### config.mk
export PLATFORM = sky130hd
export DESIGN_NAME = qpsk_frame_gen_flat
export DESIGN_NICKNAME = d
export VERILOG_FILES = /design/src/rtl/qpsk_pkg.sv /design/src/rtl/qpsk_frame_gen_if.sv /design/src/rtl/qpsk_sym_buf.sv /design/src/rtl/qpsk_frame_gen.sv /design/src/flat_wrapper.sv
export SDC_FILE = /design/constraint.sdc
export NUM_CORES = 1
export LEC_CHECK = 0
export BUFFER_PORTS_ARGS = -buffer_cell sky130_fd_sc_hd__buf_2
export CORE_UTILIZATION = 30
export CTS_BUF_LIST = sky130_fd_sc_hd__clkbuf_8
export CTS_CLUSTER_SIZE = 25
export DETAILED_ROUTE_END_ITERATION = 10
export PLACE_DENSITY = 0.54
export SYNTH_ARGS = -nofsm -noshare
export SYNTH_HDL_FRONTEND = slang
export SYNTH_SLANG_ARGS = --single-unit
### constraint.sdc
create_clock -name clk -period 5.75 [get_ports clk]
set_input_delay 0.8625 -clock clk [delete_from_list [all_inputs] [get_ports clk]]
set_output_delay 0.8625 -clock clk [all_outputs]
set_load 0.05 [all_outputs]
### src/rtl/qpsk_pkg.sv
// Shared types and the QPSK symbol mapper for the baseband frame source.
package qpsk_pkg;

  typedef enum logic [1:0] {
    IDLE     = 2'd0,
    PREAMBLE = 2'd1,
    PAYLOAD  = 2'd2,
    GAP      = 2'd3
  } state_t;

  typedef logic [1:0] sym_t;

  localparam int MAP_W = 32;

  typedef struct packed {
    logic signed [MAP_W-1:0] i;
    logic signed [MAP_W-1:0] q;
  } iq_t;

  // bit1 selects the I sign, bit0 the Q sign; a set bit maps to +amp.
  function automatic iq_t qpsk_map(input sym_t s, input int amp);
    iq_t r;
    r.i = s[1] ? amp : -amp;
    r.q = s[0] ? amp : -amp;
    return r;
  endfunction

endpackage

### src/rtl/qpsk_frame_gen_if.sv
// Output sample stream of the QPSK frame source: valid/ready handshake plus frame markers.
interface qpsk_frame_gen_if #(
  parameter int DATA_W = 16
);
  logic                     out_valid;
  logic                     out_ready;
  logic signed [DATA_W-1:0] I_out;
  logic signed [DATA_W-1:0] Q_out;
  logic                     sof;
  logic                     eof;

  modport master (
    output out_valid, I_out, Q_out, sof, eof,
    input  out_ready
  );

  modport slave (
    input  out_valid, I_out, Q_out, sof, eof,
    output out_ready
  );
endinterface

### src/rtl/qpsk_sym_buf.sv
// Payload symbol store: one synchronous write port, one asynchronous read port.
module qpsk_sym_buf
  import qpsk_pkg::*;
#(
  parameter int DEPTH = 16,
  parameter int AW    = 4,
  parameter int RW    = 5
) (
  input  logic          clk,
  input  logic          wr_en,
  input  logic [AW-1:0] wr_addr,
  input  sym_t          wr_data,
  input  logic [RW-1:0] rd_addr,
  output sym_t          rd_data
);

  sym_t mem [DEPTH];

  // Out-of-range writes are dropped rather than aliased onto a valid entry.
  always_ff @(posedge clk) begin
    if (wr_en && ({1'b0, wr_addr} < (AW+1)'(DEPTH))) begin
      mem[wr_addr] <= wr_data;
    end
  end

  assign rd_data = (rd_addr < RW'(DEPTH)) ? mem[rd_addr[AW-1:0]] : 2'b00;

endmodule

### src/rtl/qpsk_frame_gen.sv
// QPSK baseband frame source: preamble + payload symbols held for SPS samples,
// optional zero gap, repeated frames, valid/ready output with sof/eof markers.
module qpsk_frame_gen
  import qpsk_pkg::*;
#(
  parameter int DATA_W       = 16,
  parameter int AMP          = 16384,
  parameter int SPS          = 16,
  parameter int PREAMBLE_LEN = 16,
  parameter int PAYLOAD_MAX  = 16,
  parameter int GAP_SAMPLES  = 0,
  parameter int REPEAT_W     = 8
) (
  input  logic                                                  clk,
  input  logic                                                  rst,
  input  logic                                                  start,
  input  logic                                                  abort,
  input  logic [2*PREAMBLE_LEN-1:0]                             preamble,
  input  logic [$clog2(PAYLOAD_MAX+1)-1:0]                      payload_len,
  input  logic [REPEAT_W-1:0]                                   repeat_cnt,
  input  logic                                                  pl_wr_en,
  input  logic [((PAYLOAD_MAX > 1) ? $clog2(PAYLOAD_MAX) : 1)-1:0] pl_wr_addr,
  input  logic [1:0]                                            pl_wr_data,
  qpsk_frame_gen_if.master                                      ob,
  output logic                                                  busy,
  output logic                                                  done
);

  localparam int LEN_W  = $clog2(PAYLOAD_MAX + 1);
  localparam int AW     = (PAYLOAD_MAX > 1) ? $clog2(PAYLOAD_MAX) : 1;
  localparam int MAXSYM = (PREAMBLE_LEN > PAYLOAD_MAX) ? PREAMBLE_LEN : PAYLOAD_MAX;
  localparam int SYM_W  = $clog2(MAXSYM + 1);
  localparam int SMP_W  = (SPS > 1) ? $clog2(SPS) : 1;
  localparam int GAP_W  = (GAP_SAMPLES > 1) ? $clog2(GAP_SAMPLES) : 1;

  localparam logic [SMP_W-1:0] SMP_LAST = SMP_W'(SPS - 1);
  localparam logic [SYM_W-1:0] PRE_LAST = SYM_W'(PREAMBLE_LEN - 1);
  localparam logic [GAP_W-1:0] GAP_LAST = GAP_W'((GAP_SAMPLES > 0) ? GAP_SAMPLES - 1 : 0);

  state_t                   state, nstate;
  logic [SYM_W-1:0]         sym_cnt, nsym;
  logic [SMP_W-1:0]         sample_cnt, nsmp;
  logic [GAP_W-1:0]         gap_cnt, ngap;
  logic [REPEAT_W-1:0]      frames_left, nframes;
  logic                     ndone;

  logic [2*PREAMBLE_LEN-1:0] pre_q, cfg_pre, pre_shift;
  logic [LEN_W-1:0]          len_q, len_in, cfg_len;
  logic [REPEAT_W-1:0]       rep_in;

  logic                     valid_q, sof_q, eof_q;
  logic signed [DATA_W-1:0] i_q, q_q;
  logic signed [DATA_W-1:0] i_n, q_n;
  logic                     sof_n, eof_n;
  logic                     xfer, end_data, end_frame;
  sym_t                     pre_sym, buf_sym;
  iq_t                      iq;

  assign ob.out_valid = valid_q;
  assign ob.I_out     = i_q;
  assign ob.Q_out     = q_q;
  assign ob.sof       = sof_q;
  assign ob.eof       = eof_q;

  assign len_in  = (payload_len > LEN_W'(PAYLOAD_MAX)) ? LEN_W'(PAYLOAD_MAX) : payload_len;
  assign rep_in  = (repeat_cnt == '0) ? REPEAT_W'(1) : repeat_cnt;
  // In IDLE the configuration is being latched this edge, so look at the inputs directly.
  assign cfg_pre = (state == IDLE) ? preamble : pre_q;
  assign cfg_len = (state == IDLE) ? len_in : len_q;
  assign xfer    = valid_q & ob.out_ready;

  qpsk_sym_buf #(
    .DEPTH (PAYLOAD_MAX),
    .AW    (AW),
    .RW    (SYM_W)
  ) u_buf (
    .clk     (clk),
    .wr_en   (pl_wr_en & ~busy),
    .wr_addr (pl_wr_addr),
    .wr_data (pl_wr_data),
    .rd_addr (nsym),
    .rd_data (buf_sym)
  );

  // ---- next position: the counters describe the sample presented next cycle
  always_comb begin
    nstate    = state;
    nsym      = sym_cnt;
    nsmp      = sample_cnt;
    ngap      = gap_cnt;
    nframes   = frames_left;
    ndone     = 1'b0;
    end_data  = 1'b0;
    end_frame = 1'b0;

    if (abort) begin
      nstate  = IDLE;
      nsym    = '0;
      nsmp    = '0;
      ngap    = '0;
      nframes = '0;
    end else begin
      case (state)
        IDLE: begin
          if (start) begin
            nstate  = PREAMBLE;
            nsym    = '0;
            nsmp    = '0;
            ngap    = '0;
            nframes = rep_in;
          end
        end
        PREAMBLE: begin
          if (xfer) begin
            if (sample_cnt == SMP_LAST) begin
              nsmp = '0;
              if (sym_cnt == PRE_LAST) begin
                if (cfg_len == '0) begin
                  end_data = 1'b1;
                end else begin
                  nstate = PAYLOAD;
                  nsym   = '0;
                end
              end else begin
                nsym = sym_cnt + 1'b1;
              end
            end else begin
              nsmp = sample_cnt + 1'b1;
            end
          end
        end
        PAYLOAD: begin
          if (xfer) begin
            if (sample_cnt == SMP_LAST) begin
              nsmp = '0;
              if (sym_cnt == SYM_W'(cfg_len) - SYM_W'(1)) begin
                end_data = 1'b1;
              end else begin
                nsym = sym_cnt + 1'b1;
              end
            end else begin
              nsmp = sample_cnt + 1'b1;
            end
          end
        end
        GAP: begin
          if (xfer) begin
            if (gap_cnt == GAP_LAST) begin
              end_frame = 1'b1;
            end else begin
              ngap = gap_cnt + 1'b1;
            end
          end
        end
        default: nstate = IDLE;
      endcase

      if (end_data) begin
        if (GAP_SAMPLES > 0) begin
          nstate = GAP;
          nsym   = '0;
          ngap   = '0;
        end else begin
          end_frame = 1'b1;
        end
      end

      // Back-to-back frames restart the preamble with no idle bubble.
      if (end_frame) begin
        nsym = '0;
        nsmp = '0;
        ngap = '0;
        if (frames_left > REPEAT_W'(1)) begin
          nframes = frames_left - 1'b1;
          nstate  = PREAMBLE;
        end else begin
          nframes = '0;
          nstate  = IDLE;
          ndone   = 1'b1;
        end
      end
    end
  end

  // ---- sample values and markers for the next position
  always_comb begin
    pre_shift = cfg_pre << {nsym, 1'b0};
    pre_sym   = pre_shift[2*PREAMBLE_LEN-1 -: 2];
    iq        = '0;
    case (nstate)
      PREAMBLE: iq = qpsk_map(pre_sym, AMP);
      PAYLOAD:  iq = qpsk_map(buf_sym, AMP);
      default:  iq = '0;
    endcase
    i_n   = DATA_W'(iq.i);
    q_n   = DATA_W'(iq.q);
    sof_n = (nstate == PREAMBLE) && (nsym == '0) && (nsmp == '0);
    eof_n = (nsmp == SMP_LAST) &&
            (((nstate == PREAMBLE) && (nsym == PRE_LAST) && (cfg_len == '0)) ||
             ((nstate == PAYLOAD) && (nsym == SYM_W'(cfg_len) - SYM_W'(1))));
  end

  always_ff @(posedge clk or posedge rst) begin
    if (rst) begin
      state       <= IDLE;
      sym_cnt     <= '0;
      sample_cnt  <= '0;
      gap_cnt     <= '0;
      frames_left <= '0;
      valid_q     <= 1'b0;
      i_q         <= '0;
      q_q         <= '0;
      sof_q       <= 1'b0;
      eof_q       <= 1'b0;
      busy        <= 1'b0;
      done        <= 1'b0;
    end else begin
      state       <= nstate;
      sym_cnt     <= nsym;
      sample_cnt  <= nsmp;
      gap_cnt     <= ngap;
      frames_left <= nframes;
      valid_q     <= (nstate != IDLE);
      i_q         <= i_n;
      q_q         <= q_n;
      sof_q       <= sof_n;
      eof_q       <= eof_n;
      busy        <= (nstate != IDLE);
      done        <= ndone;
    end
  end

  always_ff @(posedge clk) begin
    if ((state == IDLE) && start && !abort) begin
      pre_q <= preamble;
      len_q <= len_in;
    end
  end

endmodule

### src/flat_wrapper.sv
// flat-port wrapper written by rule: the top's interface ports become plain ports
module qpsk_frame_gen_flat import qpsk_pkg::*;
#(
  parameter int DATA_W       = 16,
  parameter int AMP          = 16384,
  parameter int SPS          = 16,
  parameter int PREAMBLE_LEN = 16,
  parameter int PAYLOAD_MAX  = 16,
  parameter int GAP_SAMPLES  = 0,
  parameter int REPEAT_W     = 8
)
  (clk, rst, start, abort, preamble, payload_len, repeat_cnt, pl_wr_en, pl_wr_addr, pl_wr_data, busy, done, ob_out_valid, ob_I_out, ob_Q_out, ob_sof, ob_eof, ob_out_ready);
  qpsk_frame_gen_if #(.DATA_W(DATA_W)) ob_i ();
  input  logic clk;
  input  logic rst;
  input  logic start;
  input  logic abort;
  input  logic [2*PREAMBLE_LEN-1:0] preamble;
  input  logic [$clog2(PAYLOAD_MAX+1)-1:0] payload_len;
  input  logic [REPEAT_W-1:0] repeat_cnt;
  input  logic pl_wr_en;
  input  logic [((PAYLOAD_MAX > 1) ? $clog2(PAYLOAD_MAX) : 1)-1:0] pl_wr_addr;
  input  logic [1:0] pl_wr_data;
  output logic busy;
  output logic done;
  output wire logic [$bits(ob_i.out_valid)-1:0] ob_out_valid;
  output wire logic [$bits(ob_i.I_out)-1:0] ob_I_out;
  output wire logic [$bits(ob_i.Q_out)-1:0] ob_Q_out;
  output wire logic [$bits(ob_i.sof)-1:0] ob_sof;
  output wire logic [$bits(ob_i.eof)-1:0] ob_eof;
  input wire logic [$bits(ob_i.out_ready)-1:0] ob_out_ready;
  assign ob_out_valid = ob_i.out_valid;
  assign ob_I_out = ob_i.I_out;
  assign ob_Q_out = ob_i.Q_out;
  assign ob_sof = ob_i.sof;
  assign ob_eof = ob_i.eof;
  assign ob_i.out_ready = ob_out_ready;
  qpsk_frame_gen #(.DATA_W(DATA_W), .AMP(AMP), .SPS(SPS), .PREAMBLE_LEN(PREAMBLE_LEN), .PAYLOAD_MAX(PAYLOAD_MAX), .GAP_SAMPLES(GAP_SAMPLES), .REPEAT_W(REPEAT_W)) u_core (.clk(clk), .rst(rst), .start(start), .abort(abort), .preamble(preamble), .payload_len(payload_len), .repeat_cnt(repeat_cnt), .pl_wr_en(pl_wr_en), .pl_wr_addr(pl_wr_addr), .pl_wr_data(pl_wr_data), .ob(ob_i), .busy(busy), .done(done));
endmodule
==> results.yml <==
status:
  status: "finished with violations"
  failed_checks: "DRC"
hold_path:
  min_delay_worst_endpoint: "u_core.frames_left[5]$_DFFE_PP0P_"
  min_path_type: "register to register"
  hold_depth: 2
  min_from: "u_core.frames_left[5]$_DFFE_PP0P_"
floorplan:
  die_w_um: 139
  die_y_um: 139
  num_io_pins: 94
  rows: 49
  dieArea_um2: 19300
  initial_core_util_pct: 31.0
  core_um2: 18200
critical_path:
  required_ns: 6.02
  r2r-start: "u_core.state[1]$_DFF_PP0_"
  start_kind: "register"
  regToRegSetupSlack_ns: 0.84
  arrival_ns: 5.19
  worstPathMaxFanout: 21
  worstSetupPathType: "register to register"
  regToRegEndpoint: "u_core.ob.I_out[15]$_DFF_PP0_"
  r2r_cells: 17
  worstSetupEndpointType: "register"
routing:
  route.met3.wl_um: 567
  via_per_inst: 5.10
  drt_iter0_markers: 278
  wl_per_cell_um: 17.2
  first_pass_iters: 10
  drc: 8
  vias: 4021
  postRouteAntennaNets: 0
  top_layer: "met4"
  totalWireLength_mm: 13.6
  wl_met1_mm: 6.24
  wl_met2_mm: 6.60
finish:
  multi_input_comb_area_um2: 2660
  layout_common_cells: "edfxtp_1, buf_2, nand2_1"
  fill_cells: 1830
  layout-drive-gt1-share_pct: 22.9
  area_delta_synth_final_pct: 11.5
  seq_area_um2: 2720
  final_common_cell: "edfxtp_1"
  num_antenna_cells: 0
  nNetsFinal: 626
power:
  max-vdd-ir-drop_v: 0.000151
  p_leak_nw: 2.37
  powerDensity_nw_per_um2: 228
yosys:
  ys_ff_latch: 95
  avgSynthCellArea_um2: 11.5
  yosysWarningCount: 0
  synth.distinct_cells: 75
  netlist_area_um2: 5640
  ys_seq_area_share_pct: 48.3
  synth_edf_count: 69
  ys.flop_type: "edfxtp_1"
  async_reset_ff_share_pct: 27.4
  netlist_instances: 491
timing:
  setup_viol: 0
  hold_viol: 0
  tns_ns: 0
  max_slew_margin_pct: 27.1
  rsz0062_at_grt: "false"
  drv_slew: 0
  worst_slew_pin_slew_ns: 1.09
  worst_hold_slack_ns: 0.569
  post-route-min-period_ns: 4.91
  fin_worst_skew_ns: 0.0154
  fin_crit_sh_pct: 85.5
  max_freq_mhz: 203
clock_network:
  clkTransAtPathRegs_ns: 0.10
  cts_buffers: 9
  cts_tree: "built"
  htree_levels: 3
  clock_tree.root_cell: "clkbuf_8"
  cts_resized: 0
  cts_setup_buffers: 0
  cts_buffer_depth: 2
  cts_sinks: 95
  clkLatencyLatePin_ns: 0.38
  cts_hold_buf: 0
grt:
  grt_pass1_wl_mm: 22.0
  track_usage_pct: 14.6
  antenna_found_initial: 0
  grt_max_degree: 38
  grt_pass1_vias: 4063
  grt_overflow_total: 0
placement:
  io_buffers: 65
  gp_congestion: 0.875
  hpwl_mm: 9.97
flow_run:
  max_cap_viol_count: 0
-- synthesized netlist by cell type (7+ instances only) --
cell type / count / share of area [%]
mux2i_1: 24 / 4.3
nand3_1: 14 / 1.2
nand2_1: 35 / 2.3
a22oi_1: 7 / 0.93
edfxtp_1: 69 / 37
dfrtp_1: 26 / 12
nor3_1: 16 / 1.4
buf_4: 33 / 4.4
a31oi_1: 8 / 0.89
clkbuf_1: 9 / 0.60
o21ai_0: 19 / 1.7
xnor2_1: 11 / 1.7
a21oi_1: 24 / 2.1
nor2_1: 35 / 2.3
ha_1: 15 / 3.3
inv_1: 15 / 1.0
mux4_2: 16 / 6.4
-- flip-flops by register name, summed over array words and instances, names as in the netlist, 2 cells and up --
signal	cells
u_core.state	2
u_core.frames_left	8
u_core.u_buf.mem	32
u_core.sym_cnt	5
u_core.len_q	5
u_core.pre_q	32
u_core.ob.I_out	2
u_core.sample_cnt	4
-- stage by stage --
stage / instance area, um2 / util (%) / worst slack [ns] / instances / total power [mW]
2_1_floorplan: 5740 / - / 1.45 / 518 / 0.990
3_3_place_gp: 6110 / 33.6 / 0.795 / 772 / 1.04
3_5_place_dp: 6110 / 33.6 / 0.581 / 772 / 1.04
4_1_cts: 6290 / 34.5 / 0.803 / 788 / 1.45
5_1_grt: 6290 / 34.5 / 0.431 / 788 / 1.50
6_report: 6290 / 34.5 / 0.835 / 788 / 1.43
-- power breakdown --
group          total, mW  switching [mW]  internal (mW)
Clock              0.408           0.249          0.158
Sequential         0.773          0.0135          0.760
Combinational      0.253           0.167         0.0861
-- layer usage --
layer	vias to the layer above	global-route usage (%)
met2	114	24.4
met1	1970	18.9
met5	-	0
met3	11	3.63
li1	1926	-
met4	0	3.98
-- critical path, stage by stage (launching register included) --
cell and delay [ns]:
dfrtp_1 0.45, inv_1 0.12, ha_1 0.29, mux2i_1 0.48
ha_1 0.34, or4b_4 0.52, a211oi_2 0.31, a211oi_4 0.10
nand4_1 0.17, nor3_2 0.07, nor3_2 0.32, o211a_2 0.64
buf_4 0.26, a211oi_2 0.04, a211oi_1 0.22, a211o_1 0.14
a31oi_1 0.08, a211o_1 0.27
-- logic make-up after synthesis --
family | synth area share [%]
fa+ha+maj | 3.33
other cells | 0.0665
compound gates | 12.5
mux | 11.3
xor+xnor | 3.33
buf+inv | 6.59
simple gates | 14.6
flops | 48.3
-- how the worst max path moves through the flow --
stage                     slack (ns)  cells past startpoint                             to                 startpoint
after floorplan                 1.45                     16  u_core.ob.I_out[15]$_DFF_PP0_             payload_len[0]
after global placement          0.80                     17  u_core.ob.I_out[15]$_DFF_PP0_             payload_len[4]
after detailed placement        0.58                     17  u_core.ob.I_out[15]$_DFF_PP0_             payload_len[4]
after CTS                       0.80                     17  u_core.ob.I_out[15]$_DFF_PP0_  u_core.state[1]$_DFF_PP0_
after global routing            0.43                     17  u_core.ob.I_out[15]$_DFF_PP0_  u_core.state[1]$_DFF_PP0_
final                           0.84                     17  u_core.ob.I_out[15]$_DFF_PP0_  u_core.state[1]$_DFF_PP0_
-- cell type report --
| cell class | instances | area share, % |
|---|---|---|
| Clock buffer | 9 | 1.97 |
| Clock inverter | 7 | 0.756 |
| Inverter | 16 | 0.955 |
| Multi-Input combinational cell | 360 | 42.2 |
| Sequential cell | 95 | 43.3 |
| Tap cell | 229 | 4.56 |
| Timing Repair Buffer | 72 | 6.21 |
Note: power is estimated with default switching activity, not from simulation.
